<file path="src/rtl/mdu_pkg.sv">
// Shared definitions for the sequential multiply/divide unit.
//   - state_t   : controller states (IDLE, MULT, DIV, FINISH)
//   - OP_MULT / OP_DIV : encodings of the op input
//   - MDU_WIDTH : default operand width
package mdu_pkg;

  localparam int MDU_WIDTH = 32;

  localparam logic OP_MULT = 1'b0;
  localparam logic OP_DIV  = 1'b1;

  typedef enum logic [1:0] {
    IDLE   = 2'd0,
    MULT   = 2'd1,
    DIV    = 2'd2,
    FINISH = 2'd3
  } state_t;

endpackage

</file>
<file path="src/rtl/booth_mult_core.sv">
// Radix-2 Booth multiplier datapath: one Booth step per enabled cycle.
// Ports:
//   clk, reset     : clock, synchronous active-high reset
//   load           : capture multiplicand/multiplier, clear partial product
//   step           : perform one add/sub + arithmetic shift step
//   mcand_in       : multiplicand (signed)
//   mplier_in      : multiplier (signed)
//   prod_next      : product as it will be after the current step
//                    (lets the owner capture the final result on the last step)
module booth_mult_core
  import mdu_pkg::*;
#(
  parameter int WIDTH = MDU_WIDTH
) (
  input  logic                      clk,
  input  logic                      reset,
  input  logic                      load,
  input  logic                      step,
  input  logic signed [WIDTH-1:0]   mcand_in,
  input  logic signed [WIDTH-1:0]   mplier_in,
  output logic signed [2*WIDTH-1:0] prod_next
);

  // Accumulator layout: [2W:W+1] partial product, [W:1] multiplier, [0] q(-1)
  logic        [2*WIDTH:0]   acc_q, acc_d;
  logic signed [WIDTH-1:0]   mcand_q, mcand_d;
  logic signed [WIDTH:0]     part_ext;
  logic signed [WIDTH:0]     mcand_ext;
  logic signed [WIDTH:0]     sum;
  logic        [2*WIDTH:0]   acc_step;

  always_comb begin
    // The add/sub is done one bit wider so a most-negative multiplicand
    // cannot overflow; the shift then drops the extra bit again.
    part_ext  = {acc_q[2*WIDTH], acc_q[2*WIDTH:WIDTH+1]};
    mcand_ext = {mcand_q[WIDTH-1], mcand_q};
    case (acc_q[1:0])
      2'b01:   sum = part_ext + mcand_ext;
      2'b10:   sum = part_ext - mcand_ext;
      default: sum = part_ext;
    endcase
    acc_step  = {sum, acc_q[WIDTH:1]};
    prod_next = acc_step[2*WIDTH:1];

    mcand_d = mcand_q;
    acc_d   = acc_q;
    if (load) begin
      mcand_d = mcand_in;
      acc_d   = {{WIDTH{1'b0}}, mplier_in, 1'b0};
    end else if (step) begin
      acc_d = acc_step;
    end
  end

  always_ff @(posedge clk) begin
    if (reset) begin
      acc_q   <= '0;
      mcand_q <= '0;
    end else begin
      acc_q   <= acc_d;
      mcand_q <= mcand_d;
    end
  end

endmodule

</file>
<file path="src/rtl/mult_div_unit.sv">
// Sequential signed multiply / divide unit (start/done responder).
// Ports:
//   clk, reset : clock, synchronous active-high reset
//   start      : one-cycle request, only accepted in IDLE
//   op         : 0 = signed multiply, 1 = signed divide
//   a_in, b_in : multiplicand/dividend, multiplier/divisor
//   busy       : high while iterating
//   done       : one-cycle completion pulse
//   div_zero   : divide by zero flag, held until the next accepted start
//   hi_out     : product upper half or remainder
//   lo_out     : product lower half or quotient
module mult_div_unit
  import mdu_pkg::*;
#(
  parameter int WIDTH = MDU_WIDTH,
  parameter int ITER  = WIDTH
) (
  input  logic                    clk,
  input  logic                    reset,
  input  logic                    start,
  input  logic                    op,
  input  logic signed [WIDTH-1:0] a_in,
  input  logic signed [WIDTH-1:0] b_in,
  output logic                    busy,
  output logic                    done,
  output logic                    div_zero,
  output logic        [WIDTH-1:0] hi_out,
  output logic        [WIDTH-1:0] lo_out
);

  localparam int CNT_W = (ITER > 1) ? $clog2(ITER) : 1;
  localparam logic [CNT_W-1:0] CNT_LAST = CNT_W'(ITER - 1);

  function automatic logic [WIDTH-1:0] abs_val(input logic signed [WIDTH-1:0] v);
    // -2^(W-1) maps onto itself, which is the correct unsigned magnitude
    return v[WIDTH-1] ? (~v + 1'b1) : v;
  endfunction

  function automatic logic [WIDTH-1:0] cond_neg(input logic [WIDTH-1:0] v, input logic neg);
    return neg ? (~v + 1'b1) : v;
  endfunction

  state_t           state_q, state_d;
  logic [CNT_W-1:0] cnt_q, cnt_d;
  logic [WIDTH-1:0] dvd_q, dvd_d;   // dividend magnitude, shifts into quotient
  logic [WIDTH-1:0] dvs_q, dvs_d;   // divisor magnitude
  logic [WIDTH-1:0] rem_q, rem_d;   // partial remainder magnitude
  logic             neg_quo_q, neg_quo_d;
  logic             neg_rem_q, neg_rem_d;
  logic             busy_q, busy_d;
  logic             done_q, done_d;
  logic             div_zero_q, div_zero_d;
  logic [WIDTH-1:0] hi_q, hi_d;
  logic [WIDTH-1:0] lo_q, lo_d;

  logic                      mult_load;
  logic                      mult_step;
  logic signed [2*WIDTH-1:0] prod_next;

  logic [WIDTH:0]   trial;
  logic [WIDTH:0]   diff;
  logic             q_bit;
  logic [WIDTH-1:0] rem_step;
  logic [WIDTH-1:0] quo_step;

  booth_mult_core #(.WIDTH(WIDTH)) u_booth (
    .clk       (clk),
    .reset     (reset),
    .load      (mult_load),
    .step      (mult_step),
    .mcand_in  (a_in),
    .mplier_in (b_in),
    .prod_next (prod_next)
  );

  always_comb begin
    // Restoring divide step: shift in the next dividend bit, try subtracting
    trial    = {rem_q, dvd_q[WIDTH-1]};
    diff     = trial - {1'b0, dvs_q};
    q_bit    = ~diff[WIDTH];
    rem_step = q_bit ? diff[WIDTH-1:0] : trial[WIDTH-1:0];
    quo_step = {dvd_q[WIDTH-2:0], q_bit};

    state_d    = state_q;
    cnt_d      = cnt_q;
    dvd_d      = dvd_q;
    dvs_d      = dvs_q;
    rem_d      = rem_q;
    neg_quo_d  = neg_quo_q;
    neg_rem_d  = neg_rem_q;
    busy_d     = busy_q;
    done_d     = 1'b0;
    div_zero_d = div_zero_q;
    hi_d       = hi_q;
    lo_d       = lo_q;
    mult_load  = 1'b0;
    mult_step  = 1'b0;

    case (state_q)
      IDLE: begin
        if (start) begin
          div_zero_d = 1'b0;
          if (op == OP_DIV && b_in == '0) begin
            // Skip iteration entirely; results are left as they were
            state_d    = FINISH;
            div_zero_d = 1'b1;
            done_d     = 1'b1;
          end else begin
            cnt_d  = '0;
            busy_d = 1'b1;
            if (op == OP_MULT) begin
              mult_load = 1'b1;
              state_d   = MULT;
            end else begin
              dvd_d     = abs_val(a_in);
              dvs_d     = abs_val(b_in);
              rem_d     = '0;
              neg_quo_d = a_in[WIDTH-1] ^ b_in[WIDTH-1];
              neg_rem_d = a_in[WIDTH-1];
              state_d   = DIV;
            end
          end
        end
      end
      MULT: begin
        mult_step = 1'b1;
        cnt_d     = cnt_q + 1'b1;
        if (cnt_q == CNT_LAST) begin
          state_d = FINISH;
          busy_d  = 1'b0;
          done_d  = 1'b1;
          hi_d    = prod_next[2*WIDTH-1:WIDTH];
          lo_d    = prod_next[WIDTH-1:0];
        end
      end
      DIV: begin
        dvd_d = quo_step;
        rem_d = rem_step;
        cnt_d = cnt_q + 1'b1;
        if (cnt_q == CNT_LAST) begin
          state_d = FINISH;
          busy_d  = 1'b0;
          done_d  = 1'b1;
          hi_d    = cond_neg(rem_step, neg_rem_q);
          lo_d    = cond_neg(quo_step, neg_quo_q);
        end
      end
      FINISH: begin
        state_d = IDLE;
      end
      default: begin
        state_d = IDLE;
        busy_d  = 1'b0;
      end
    endcase
  end

  always_ff @(posedge clk) begin
    if (reset) begin
      state_q    <= IDLE;
      cnt_q      <= '0;
      dvd_q      <= '0;
      dvs_q      <= '0;
      rem_q      <= '0;
      neg_quo_q  <= 1'b0;
      neg_rem_q  <= 1'b0;
      busy_q     <= 1'b0;
      done_q     <= 1'b0;
      div_zero_q <= 1'b0;
      hi_q       <= '0;
      lo_q       <= '0;
    end else begin
      state_q    <= state_d;
      cnt_q      <= cnt_d;
      dvd_q      <= dvd_d;
      dvs_q      <= dvs_d;
      rem_q      <= rem_d;
      neg_quo_q  <= neg_quo_d;
      neg_rem_q  <= neg_rem_d;
      busy_q     <= busy_d;
      done_q     <= done_d;
      div_zero_q <= div_zero_d;
      hi_q       <= hi_d;
      lo_q       <= lo_d;
    end
  end

  assign busy     = busy_q;
  assign done     = done_q;
  assign div_zero = div_zero_q;
  assign hi_out   = hi_q;
  assign lo_out   = lo_q;

endmodule

</file>
<file path="config.mk">
export PLATFORM = sky130hd
export DESIGN_NAME = mult_div_unit
export DESIGN_NICKNAME = d
export VERILOG_FILES = /design/src/rtl/mdu_pkg.sv /design/src/rtl/booth_mult_core.sv /design/src/rtl/mult_div_unit.sv
export SDC_FILE = /design/constraint.sdc
export NUM_CORES = 1
export LEC_CHECK = 0
export ABC_AREA = 1
export CELL_PAD_IN_SITES_DETAIL_PLACEMENT = 1
export CELL_PAD_IN_SITES_GLOBAL_PLACEMENT = 1
export CORE_MARGIN = 4
export CORE_UTILIZATION = 35
export CTS_BUF_LIST = sky130_fd_sc_hd__clkbuf_8
export DETAILED_ROUTE_END_ITERATION = 7
export DONT_BUFFER_PORTS = 1
export PLACE_DENSITY = 0.61
export SLEW_MARGIN = 0
export SYNTH_ARGS = -nofsm -noshare
export SYNTH_HDL_FRONTEND = slang
export SYNTH_SLANG_ARGS = --single-unit
</file>
<file path="constraint.sdc">
create_clock -name clk -period 10.2 [get_ports clk]
set_input_delay 2.04 -clock clk [delete_from_list [all_inputs] [get_ports clk]]
set_output_delay 2.04 -clock clk [all_outputs]
set_load 0.05 [all_outputs]
</file>
; ---- After elaboration in Yosys (flattened, before gate mapping)
; Index checks and enable logic that the tools add are counted.
[totals]
regBits = 269
out_inout_bits = 67
[classes]
muxes = 43
eq_ne = 12
bitwise_logic = 7
reduce_logical = 16
addsub = 8
[ops]
columns = op, n
row1 = $mux 32, 15
row2 = $pmux 32 s2, 4
row3 = $add 32x1->32 const B, 4
row4 = $not 32->32, 4
row5 = $mux 33, 2
row6 = $pmux 33 s2, 1
row7 = $add 32x32->33, 1
row8 = $sub 32x32->33, 1
row9 = $sub 33x32->33, 1
row10 = $logic_not 32->1, 1
row11 = $reduce_and 4->1, 3
row12 = $mux 1, 11
row13 = $mux 5, 2
row14 = $ne 2x2->1 const B, 5
row15 = $pmux 5 s2, 1
row16 = $mux 2, 4
row17 = $reduce_bool 2->1, 4
row18 = $eq 2x2->1 const B, 3
row19 = $pmux 2 s3, 1
row20 = $reduce_and 3->1, 2
row21 = $add 5x1->5 const B, 1
row22 = $eq 5x5->1 const B, 1
row23 = $eq 2x1->1 const B, 2
row24 = $pmux 1 s2, 2
row25 = other kinds (7), 10

; ---- Logic depth before layout (Yosys ltp)
; Gate-level depths: netlist of the first run.
[depth]
ltp_word = 7
mapped_depth = 31
mapped_depth_nobuf = 29

; ---- Cells and area by module
; A second synthesis of the first run with hierarchy kept.
[unflattened]
hier_cells = 3514
hier_area_um2 = 21012.7
[by_module_without_submodules]
columns = module, seq_area_each_um2, n_inst, area_per_inst_um2, cells_per_inst
row1 = mult_div_unit, 3443.3, 1, 13480.4, 2256
row2 = booth_mult_core, 1941.9, 1, 7532.2, 1258

; ---- Worst setup path after synthesis of the first run
; No wires, ideal clock.
[synth_path]
path_kind = input-to-reg
startpoint = input b_in[0]
endpoint = register dvs_q[24]
path_slack_ps = 6129
cell_stages = 14
required_time_ps = 10067
setup_ps = 133
n_path_buf = 1
arrival_ps = 3938
path_cell_list = inv_1 ha_1 nand3_1 nor3_2 nand2_1 nor2_1 nand4_1 nor3_2 nand3_1 nor3_2 nor3_1 clkbuf_1 o21ai_0 a21oi_1
[synth_via]
elab_chain_cells = 4
[synth_lines]
columns = item, line
row1 = from (decl), mult_div_unit.sv:23  ; input logic signed [WIDTH-1:0] b_in,
row2 = branches (longest 4 deep; another with $add 32x1->32), -
row3 = to (signal assigned), mult_div_unit.sv:176  ; dvs_q <= dvs_d;
row4 = to (decl), mult_div_unit.sv:46  ; logic [WIDTH-1:0] dvs_q, dvs_d;
; Parallel ways; which one is timed is not known.
; A chain may end at the register's enable or synchronous reset.

; ---- Final worst setup path of the first run
[layout_path]
startpoint = register u_booth.mcand_q[0]
endpoint = register hi_q[29], in the netlist hi_out[29]
[layout_via]
elab_chain_cells = 4
[layout_lines]
columns = item, line
row1 = from (decl), booth_mult_core.sv:26  ; logic signed [WIDTH-1:0] mcand_q, mcand_d;
row2 = from (signal assigned), booth_mult_core.sv:61  ; mcand_q <= mcand_d;
row3 = $sub 32x32->33 or $add 32x32->33 (tied branches), "booth_mult_core.sv:39, booth_mult_core.sv:38"
row4 = $pmux 33 s2 *, booth_mult_core.sv:37  ; case (acc_q[1:0])
row5 = $mux 32 *, mult_div_unit.sv:128  ; if (cnt_q == CNT_LAST) begin
row6 = $pmux 32 s2 *, mult_div_unit.sv:99  ; case (state_q)
row7 = to (signal assigned), mult_div_unit.sv:183  ; hi_q <= hi_d;
row8 = to (decl), mult_div_unit.sv:53  ; logic [WIDTH-1:0] hi_q, hi_d;
; Every way passes the cells marked *; elsewhere a longest branch is shown, timed or not. The select of a mux whose other input is x is not followed.

==> key figures, run 1 <==
Timing
  – Tcrit/Tclk final: 0.465
  – Max Clk Rate: 211 MHz
  – Final hold vios: 0
  – Fin worst setup slack: 5.46 ns
  – RSZ-0062 raised after global routing: no
  – Final setup viols: 0
  – Final Slew Violations: 0
  – Shortest period the worst path allows: around 4.7 ns
  – Setup Skew: 0.0491 ns
  – Max-slew headroom: 0.282
  – Setup TNS: 0 ns
  – Worst-margin pin slew: 1.08 ns

Layout
  – NumNets Final: 3336
  – Antenna fix cells: 0
  – Share of cells above drive strength 1: 0.0686
  – Syn-to-layout area delta: 8.68%
  – Multi-input logic area: 12600 µm²
  – Fill count: 7596
  – Final Util: 0.385
  – Commonest non-fill, non-tap cell in the layout: nand2_1
  – Seq. cell area: ~5400 µm²
  – Commonest non-fill, non-tap cells in the layout: nand2_1 (812), inv_1 (407), a21oi_1 (306), dfxtp_1 (269), nor2_1 (264)

Drt
  – Final ANT Viol Nets: 0
  – Drt first-iter violations: around 1.1k
  – Vias per cell: 5.40
  – Initial DRT Pass Iterations: 5
  – Wire per inst: around 20 µm
  – # DRC: 0
  – Final wirelength: 82000 µm
  – Via count: 21.6k

Pwr
  – Sequential share of power: 0.264
  – Pwr Density: 248 nW/µm²
  – Logic pwr share: 0.503
  – Net Sw Power: 2640 µW
  – Clock power share: 0.233
  – Internal power: 2780 µW
  – Sw Share: 0.487
  – Maximum VDD drop: 0.156 mV
  – Static leakage: between 0.01 and 0.015 µW

Yosys
  – Count of different cell masters after synthesis: 60
  – Post-synth top flop: dfxtp_1
  – Synthesized area: 20100 µm²
  – Yosys top cell area share: 0.268
  – Post-synth EDFFs: 0
  – Synth area leaders: dfxtp_1 (27%), nand2_1 (15%), a21oi_1 (7.7%)
  – Syn nets: roughly 3.4k
  – Syn avg cell area: between 6 and 7 µm²
  – Synth Register Bits: 269
  – FFs w/ async S/R, synth: 0
  – Top cell type by total area after synthesis: dfxtp_1
  – Post-Syn Instances: roughly 3.3k
  – Register area share after synthesis: 0.268
  – Ys Warns: 0

CTS
  – Clk Latency, worst-skew pair: 0.69 ns
  – Reg clk slew, reported paths: 0.06 ns
  – Number of clock sinks: 269
  – Root Buffer: clkbuf_8
  – CTS tree: done
  – Post CTS Setup Buffer Count: 0
  – H-tree levels: 2
  – Num CTS Buffers: 53
  – Clock tree buffer depth: 3
  – Post-CTS resize count: 0
  – Hold_buf cts: 0

Floorplan
  – Die X: 247 µm
  – Core area: 56600 µm²
  – Placement Rows: 87
  – Initial Util: 0.355
  – Boundary Pins: 135
  – Die Area: 61300 µm²
  – Die H: about 250 µm

Worst setup path
  – FF-to-FF End: hi_out[29]
  – CP required: 10.75 ns
  – Worst reg2reg path depth: 20
  – WP data arrival: 5.29 ns
  – Critical Path Start Type: flip-flop
  – RR Startpoint: u_booth.mcand_q[0]
  – R2R Setup Slk: between 5 and 6 ns
  – Crit-path cells: nor3_1 -> nor3b_1 -> nand3_1 -> nor3_1 -> nand4_1 -> o21ai_0 -> xor2_1 -> ha_1 -> a21oi_1 -> o21ai_0 -> a21oi_1 -> o211ai_1 -> a21o_1 -> or2_2 -> nand3_1 -> nand3_1 -> nand2_1 -> inv_1 -> nand2_1 -> a21oi_1
  – Slowest stage delay, CP: 0.47 ns
  – Worst setup path category: flip-flop to flip-flop
  – CP max FO: 5
  – Slowest cell on the critical path: nor3_1
  – CP endpoint kind: flip-flop

Worst hold path
  – Hold Path Sink: cnt_q[4]
  – Worst Hold Class: flip-flop to flip-flop
  – Hold path start: cnt_q[4]
  – Worst hold path depth: 2

GRT
  – First-pass GRT wire length: about 130000 µm
  – Vias in the first global route: 21.8k
  – Gr usage total: 0.262
  – Initial antenna violation count: 0
  – Pin count of the biggest net entering global routing: between 100 and 150
  – Total gr overflow: 0

Place
  – Place WS: 5.49 ns
  – IO buf count: 0
  – HPWL Detailed: 63200 µm
  – GP Congestion: 0.904

Run
  – Max_cap viols: 0

Outcome
  – Status: finished, final reports clean
==> layer usage <==
layer | share of wire | routed length [µm] | track usage | vias up
met5 | 0 | 0 | 0 | -
met4 | 0.036 | 2960 | 0.0927 | 0
met3 | 0.056 | 4550 | 0.0516 | 127
met2 | 0.47 | 38400 | 0.446 | 406
met1 | 0.44 | 36000 | 0.331 | 10400
li1 | - | - | - | 10600
==> how the worst max path moves through the flow <==
stage / start / cells past startpoint / endpoint
floorplan: b_in[0] / 14 / dvs_q[24]
global placement: a_in[1] / 15 / dvd_q[26]
detailed placement: a_in[1] / 13 / dvd_q[28]
CTS: dvd_q[31] / 26 / lo_out[28]
global route: u_booth.mcand_q[0] / 24 / hi_out[31]
finish: u_booth.mcand_q[0] / 20 / hi_out[29]
==> final cells by class <==
type	instances	share of cell area
Clock inverter	29	0.0121
Timing Repair Buffer	20	0.00688
Inverter	411	0.0708
Clock buffer	70	0.0442
Sequential cell	269	0.247
Tap cell	756	0.0434
Multi-Input combinational cell	2435	0.576
==> cell families after synthesis <==
group,Yosys count,synth area share
XOR/XNOR,101,0.0441
AND/OR/NAND/NOR,1516,0.326
buffers and inverters,560,0.108
adder cells (fa/ha/maj),78,0.0494
flip-flops,269,0.268
AO/OA/AOI/OAI,740,0.204
==> synth_stat cells, types with 6 or more instances <==
| cell type | number |
|---|---|
| o211ai_1 | 28 |
| a21oi_1 | 307 |
| clkbuf_1 | 122 |
| a211oi_1 | 6 |
| nand2_1 | 812 |
| inv_2 | 12 |
| xor2_1 | 73 |
| o21ai_2 | 8 |
| nor2_2 | 14 |
| nor2_1 | 266 |
| xnor2_1 | 28 |
| nand3b_1 | 8 |
| nand4_1 | 34 |
| nand2_2 | 20 |
| nor4_1 | 16 |
| o221ai_1 | 7 |
| nor3_1 | 46 |
| ha_1 | 76 |
| a31oi_1 | 53 |
| o21ai_1 | 13 |
| or2_2 | 30 |
| o22ai_1 | 6 |
| buf_6 | 6 |
| nand3_1 | 241 |
| dfxtp_1 | 269 |
| o21bai_1 | 19 |
| inv_1 | 397 |
| buf_1 | 17 |
| o21ai_0 | 255 |
==> sequential cells by signal (all words and copies together), names as in the netlist <==
name and count:
div_zero 1, u_booth.acc_q 65, rem_q 32, state_q 2, hi_out 32, neg_quo_q 1
dvs_q 32, dvd_q 32, u_booth.mcand_q 32, lo_out 32, done 1, busy 1
neg_rem_q 1, cnt_q 5
==> worst max-delay path: cells and delay by family (launching register included) <==
family | cells | cell delay [ns]
DFF | 1 | 0.34
and+or+nand+nor | 10 | 2.18
AOI/OAI and AO/OA | 7 | 1.32
xor gates and xnor gates | 1 | 0.37
adders and majority gates | 1 | 0.36
buffers and inverters | 1 | 0.05
==> power groups by stage <==
stage / clock [µW] / sequential (µW) / combinational [µW]
3_5_place_dp: 0 / 1450 / 2710
5_1_grt: 1350 / 1460 / 3070
2_1_floorplan: 0 / 1370 / 1980
3_3_place_gp: 0 / 1450 / 2650
4_1_cts: 1300 / 1430 / 2720
6_report: 1260 / 1430 / 2730
==> metrics by stage <==
step	cell area [µm²]	total power, µW	hold slack [ns]	std cells
floorplan	20100	3340	0.432	3264
global placement	20600	4090	0.454	3891
detailed placement	20600	4160	0.460	3891
CTS	21800	5460	0.470	3990
global route	21800	5870	0.501	3990
finish	21800	5420	0.473	3990
Power figures use the tool's default switching activity.
==> run 2, diff against run 1 <==
Clock period 10.2 ns to 4.5 ns, I/O delays scaled along.
==> key figures, run 2 (synthesized netlist as in run 1, its figures left out) <==
CTS
  – CTS tree: done
  – Clock tree buffer depth: 3 (unchanged)
  – Number of clock sinks: 269 (unchanged)
  – Reg clk slew, reported paths: 0.06 ns (about the same)
  – Clk Latency, worst-skew pair: 0.70 ns (about the same)
  – H-tree levels: 2 (unchanged)
  – Root Buffer: clkbuf_8
  – Hold_buf cts: 0 (unchanged)
  – Num CTS Buffers: 55 (+3.8%)

Layout
  – Commonest non-fill, non-tap cells in the layout: nand2_1 (808), inv_1 (410), a21oi_1 (306), dfxtp_1 (269), nor2_1 (260)
  – Fill count: 7577 (-0.25%)
  – Seq. cell area: 5390 µm² (unchanged)
  – Multi-input logic area: 12700 µm² (+1.0%)
  – NumNets Final: 3364 (+0.84%)
  – Commonest non-fill, non-tap cell in the layout: nand2_1
  – Final Util: 0.389 (+0.00320)
  – Layout Cells excl Fill: 4015 (+0.63%)
  – Max reg flops: 65 (unchanged)
  – Largest register by flop count: u_booth.acc_q
  – Share of cells above drive strength 1: 0.0814 (+0.0127)
  – Syn-to-layout area delta: 9.58%

Pwr
  – Static leakage: 0.0102 µW (+1.1%)
  – Pwr Density: 557 nW/µm² (+120%)
  – Maximum VDD drop: 0.256 mV (+64%)

Drt
  – Drt first-iter violations: 1261 (+20%)
  – Vias per cell: 5.40 (-0.16%)
  – Initial DRT Pass Iterations: 5 (unchanged)
  – # DRC: 0 (unchanged)
  – Wire per inst: 20.8 µm (+1.5%)
  – Final ANT Viol Nets: 0 (unchanged)
  – Final wirelength: 83700 µm (+2.1%)
  – Via count: 21.7k (+0.47%)

GRT
  – Gr usage total: 0.266 (+0.00344)
  – First-pass GRT wire length: 128000 µm (+1.2%)
  – Total gr overflow: 0 (unchanged)
  – Initial antenna violation count: 1 (+1)
  – Vias in the first global route: 22.0k (+0.88%)
  – Pin count of the biggest net entering global routing: 123 (unchanged)

Worst setup path
  – CP endpoint kind: flip-flop
  – RR Startpoint: u_booth.mcand_q[0]
  – WP data arrival: 4.70 ns (-0.59 ns)
  – Worst Setup SP: u_booth.mcand_q[0]
  – CP max FO: 6 (+1)
  – R2R Setup Slk: 0.35 ns (-5.11 ns)
  – CP required: 5.05 ns (-5.70 ns)
  – FF-to-FF End: hi_out[24]
  – Critical Path Start Type: flip-flop
  – Worst setup path category: flip-flop to flip-flop
  – Worst reg2reg path depth: 26 (+30%)
  – Critical Path End: hi_out[24]

Worst hold path
  – Hold path start: reset
  – Worst Hold Class: input port to flip-flop

Timing
  – Tcrit/Tclk final: 0.923 (+0.458)
  – Final Slew Violations: 0 (unchanged)
  – Final setup viols: 0 (unchanged)
  – Setup TNS: 0 ns (unchanged)
  – Max Clk Rate: 241 MHz (+14%)
  – Shortest period the worst path allows: 4.15 ns (-0.589 ns)
  – Worst-margin pin slew: 0.974 ns (-0.103 ns)
  – Setup Skew: 0.0535 ns (+0.00430 ns)
  – Final hold vios: 0 (unchanged)
  – Max-slew headroom: 0.347 (+0.0656)

Floorplan
  – Core area: 56600 µm² (unchanged)
  – Die H: 247 µm (unchanged)
  – Placement Rows: 87 (unchanged)
  – Die X: 247 µm (unchanged)
  – Initial Util: 0.355 (unchanged)
  – Boundary Pins: 135 (unchanged)
  – Die Area: 61300 µm² (unchanged)

Place
  – HPWL Detailed: 65300 µm (+3.4%)
  – IO buf count: 0 (unchanged)
  – Placed cells: 3914 (+0.59%)
  – GP Congestion: 0.951 (+5.2%)

Run
  – Max_cap viols: 0 (unchanged)

Outcome
  – Status: finished, final reports clean
[run 2: routing by layer]
layer	vias to the layer above	global-route usage	wire length, µm
met5	-	0	0
met4	0	0.0845	2680
met3	128	0.0542	4690
met2	414	0.457	39500
met1	10500	0.334	36900
li1	10600	-	-
[run 2: worst min path at each step]
stage,end,slack [ns],cells past startpoint
final,hi_out[13],0.31,1
after global placement,cnt_q[4],0.45,2
after detailed placement,cnt_q[4],0.47,2
after CTS,hi_out[2],0.24,1
after floorplan,dvs_q[13],0.43,2
after global routing,hi_out[13],0.25,1
[run 2: timing repair]
action,CTS,global route
setup buffers,0,3
setup endpoints to repair,0,34
resized for setup,0,35
[run 2: layout make-up]
class                      count  share of cell area
inverter                     411              0.0702
antenna                        2            0.000228
timing repair buffer          46              0.0163
multi-input combinational   2435               0.577
clock inverter                32             0.00859
tap                          756              0.0430
clock buffer                  64              0.0400
sequential                   269               0.245
[run 2: report_power, final]
| part | internal [µW] | total (µW) | switching [µW] |
|---|---|---|---|
| combinational | 2010 | 6370 | 4350 |
| clock | 1350 | 2590 | 1240 |
| sequential | 2780 | 3300 | 517 |
| total | 6150 | 12300 | 6110 |
[run 2: per-stage QoR]
step	instance area (µm²)	hold WS, ns	power [µW]	setup slack [ns]
after floorplan	20100	0.432	7580	0.470
after global placement	20800	0.452	9400	0.155
after detailed placement	20800	0.465	9540	0.0487
after CTS	21800	0.240	12200	0.0267
after global routing	22000	0.252	13200	-0.0126
final	22000	0.305	12300	0.347
[run 2: critical path, stage by stage, from the launching register on]
cell     delay, ns
dfxtp_1       0.34
inv_1         0.08
ha_1          0.16
nand2_1       0.07
nor3_1        0.15
inv_1         0.09
nor3_2        0.16
buf_4         0.15
nand2_1       0.06
nor2_1        0.17
a21oi_1       0.13
xnor2_2       0.22
ha_1          0.33
a21oi_1       0.22
inv_1         0.06
a31oi_1       0.14
nand2_1       0.15
nand3_1       0.11
nand2_1       0.11
a21o_1        0.20
or2_2         0.27
nand3_1       0.12
o21ai_0       0.14
o21ai_0       0.19
inv_1         0.06
nand2_1       0.08
a21oi_1       0.06
==> run 3, diff against run 2 <==
Settings changed: HOLD_SLACK_MARGIN from default to 0.15.
Clock period 4.5 ns to 4.15 ns, I/O delays scaled along.
==> key figures, run 3 (synthesized netlist as in run 1, its figures left out) <==
Place
  – IO buf count: 0 (unchanged)
  – GP Congestion: 0.932 (-1.9%)
  – Placed cells: 4019 (+2.7%)
  – HPWL Detailed: 67200 µm (+2.8%)

Timing
  – Setup Skew: 0.0659 ns (+0.0124 ns)
  – Final hold vios: 0 (unchanged)
  – RSZ-0062 raised after global routing: yes
  – Final setup viols: 0 (unchanged)
  – Worst-margin pin slew: 0.924 ns (-0.0496 ns)
  – Shortest period the worst path allows: 4.02 ns (-0.137 ns)
  – Setup TNS: 0 ns (unchanged)
  – Tcrit/Tclk final: 0.968 (+0.0448)
  – Max Clk Rate: 249 MHz (+3.4%)
  – Max-slew headroom: 0.384 (+0.0366)
  – Final Slew Violations: 0 (unchanged)

Worst setup path
  – WP data arrival: 4.56 ns (-0.14 ns)
  – Critical Path Start Type: flip-flop
  – Worst reg2reg path depth: 32 (+23%)
  – Most used cell, CP: buf_4
  – R2R Setup Slk: 0.13 ns (-0.21 ns)
  – Slowest cell on the critical path: dfxtp_2
  – CP max FO: 5 (-1)
  – CP required: 4.69 ns (-0.36 ns)
  – Worst setup path category: flip-flop to flip-flop
  – FF-to-FF End: hi_out[24]
  – Slowest stage delay, CP: 0.33 ns (about the same)
  – CP endpoint kind: flip-flop
  – RR Startpoint: u_booth.mcand_q[0]

CTS
  – Clock tree buffer depth: 3 (unchanged)
  – CTS tree: done
  – Hold_buf cts: 0 (unchanged)
  – Num CTS Buffers: 52 (-5.5%)
  – Clk Latency, worst-skew pair: 0.68 ns (-0.02 ns)
  – Number of clock sinks: 269 (unchanged)
  – Reg clk slew, reported paths: 0.06 ns (about the same)
  – Root Buffer: clkbuf_8
  – H-tree levels: 2 (unchanged)

Drt
  – Drt first-iter violations: 1114 (-12%)
  – Wire per inst: 20.8 µm (about the same)
  – Final wirelength: 86300 µm (+3.1%)
  – Vias per cell: 5.38 (-0.22%)
  – Via count: 22.3k (+2.9%)
  – # DRC: 0 (unchanged)
  – Final ANT Viol Nets: 0 (unchanged)
  – Initial DRT Pass Iterations: 5 (unchanged)

GRT
  – Gr usage total: 0.274 (+0.00777)
  – Initial antenna violation count: 1 (unchanged)
  – First-pass GRT wire length: 131000 µm (+2.9%)
  – Pin count of the biggest net entering global routing: 123 (unchanged)
  – Vias in the first global route: 22.7k (+3.3%)
  – Total gr overflow: 0 (unchanged)

Layout
  – Share of cells above drive strength 1: 0.153 (+0.0720)
  – Largest register by flop count: u_booth.acc_q
  – Commonest non-fill, non-tap cells in the layout: nand2_1 (782), inv_1 (404), a21oi_1 (285), dfxtp_1 (266), nor2_1 (253)
  – NumNets Final: 3492 (+3.8%)
  – Syn-to-layout area delta: 18.5%
  – Max reg flops: 65 (unchanged)
  – Commonest non-fill, non-tap cell in the layout: nand2_1
  – Layout Cells excl Fill: 4142 (+3.2%)

Pwr
  – Static leakage: 0.0111 µW (+8.2%)
  – Pwr Density: 620 nW/µm² (+11%)
  – Maximum VDD drop: 0.561 mV (+120%)

Run
  – Max_cap viols: 0 (unchanged)

Floorplan
  – Die H: 247 µm (unchanged)
  – Boundary Pins: 135 (unchanged)
  – Initial Util: 0.355 (unchanged)
  – Die X: 247 µm (unchanged)
  – Die Area: 61300 µm² (unchanged)
  – Core area: 56600 µm² (unchanged)
  – Placement Rows: 87 (unchanged)

Worst hold path
  – Worst hold path depth: 1 (unchanged)
  – Hold Path Sink: dvd_q[12]
  – Worst Hold Class: input port to flip-flop
  – Hold path start: reset

Outcome
  – Status: finished, final reports clean
-- run 3: changes by cell type in the layout (fill, tap and decap cells not counted), moves of 17 or more --
cell and delta:
buf_4 +123, o21ai_0 -27, nand2_1 -26, a21oi_1 -21
nand3_1 -21, a21oi_2 +20, o21ai_1 +17
-- run 3: layout make-up --
class,instances,area [µm²]
fill,7503,32800
multi-input combinational,2435,13500
sequential,269,5390
inverter,411,1550
timing repair buffer,177,1390
tap,756,946
clock buffer,64,881
clock inverter,29,169
antenna,1,2.50
-- run 3: repair_timing --
action,4_1_cts,5_1_grt
setup endpoints to repair,20,44
setup buffers,14,15
pin swaps,19,66
gates resized for setup,50,187
-- run 3: worst max-delay path by stage --
stage	endpoint	slack, ns	cells past startpoint	startpoint
floorplan	lo_out[30]	0.12	30	dvd_q[31]
global route	hi_out[29]	-0.1	26	u_booth.mcand_q[2]
finish	hi_out[24]	0.13	32	u_booth.mcand_q[0]
detailed placement	hi_out[29]	-0.40	28	u_booth.mcand_q[0]
CTS	hi_out[29]	-0.07	29	u_booth.mcand_q[0]
global placement	hi_out[29]	-0.33	25	u_booth.mcand_q[0]
-- run 3: worst max-delay path, delay by kind of cell, from the launching register on --
| kind | cells | cell delay, ns |
|---|---|---|
| AO/OA/AOI/OAI | 5 | 0.52 |
| XOR/XNOR | 1 | 0.11 |
| adder cells (fa/ha/maj) | 2 | 0.44 |
| buffers and inverters | 11 | 1.11 |
| flip-flops | 1 | 0.33 |
| AND/OR/NAND/NOR | 13 | 1.38 |
-- run 3: metal layers --
layer  wire length, µm  global-route usage
met5                 0                   0
met1             37300               0.343
met3              4610              0.0529
met4              3220              0.0946
met2             41200               0.469
-- run 3: stage by stage --
| stage | utilization | setup WS, ns | hold WS (ns) | area [µm²] | total power, µW |
|---|---|---|---|---|---|
| after global placement | 0.381 | -0.333 | 0.454 | 21600 | 10700 |
| final | 0.420 | 0.134 | 0.218 | 23800 | 14800 |
| after detailed placement | 0.381 | -0.396 | 0.462 | 21600 | 10900 |
| after CTS | 0.406 | -0.0685 | 0.176 | 23000 | 14000 |
| after global routing | 0.420 | -0.0971 | 0.186 | 23800 | 15900 |
| after floorplan | - | 0.120 | 0.432 | 20100 | 8220 |
-- run 3: where the power goes --
part           internal [µW]  total [µW]  switching, µW  leakage, µW
clock network           1460        2760           1300     0.000617
registers               3020        3570            549      0.00219
logic                   3080        8430           5340      0.00825
total                   7560       14800           7200       0.0111
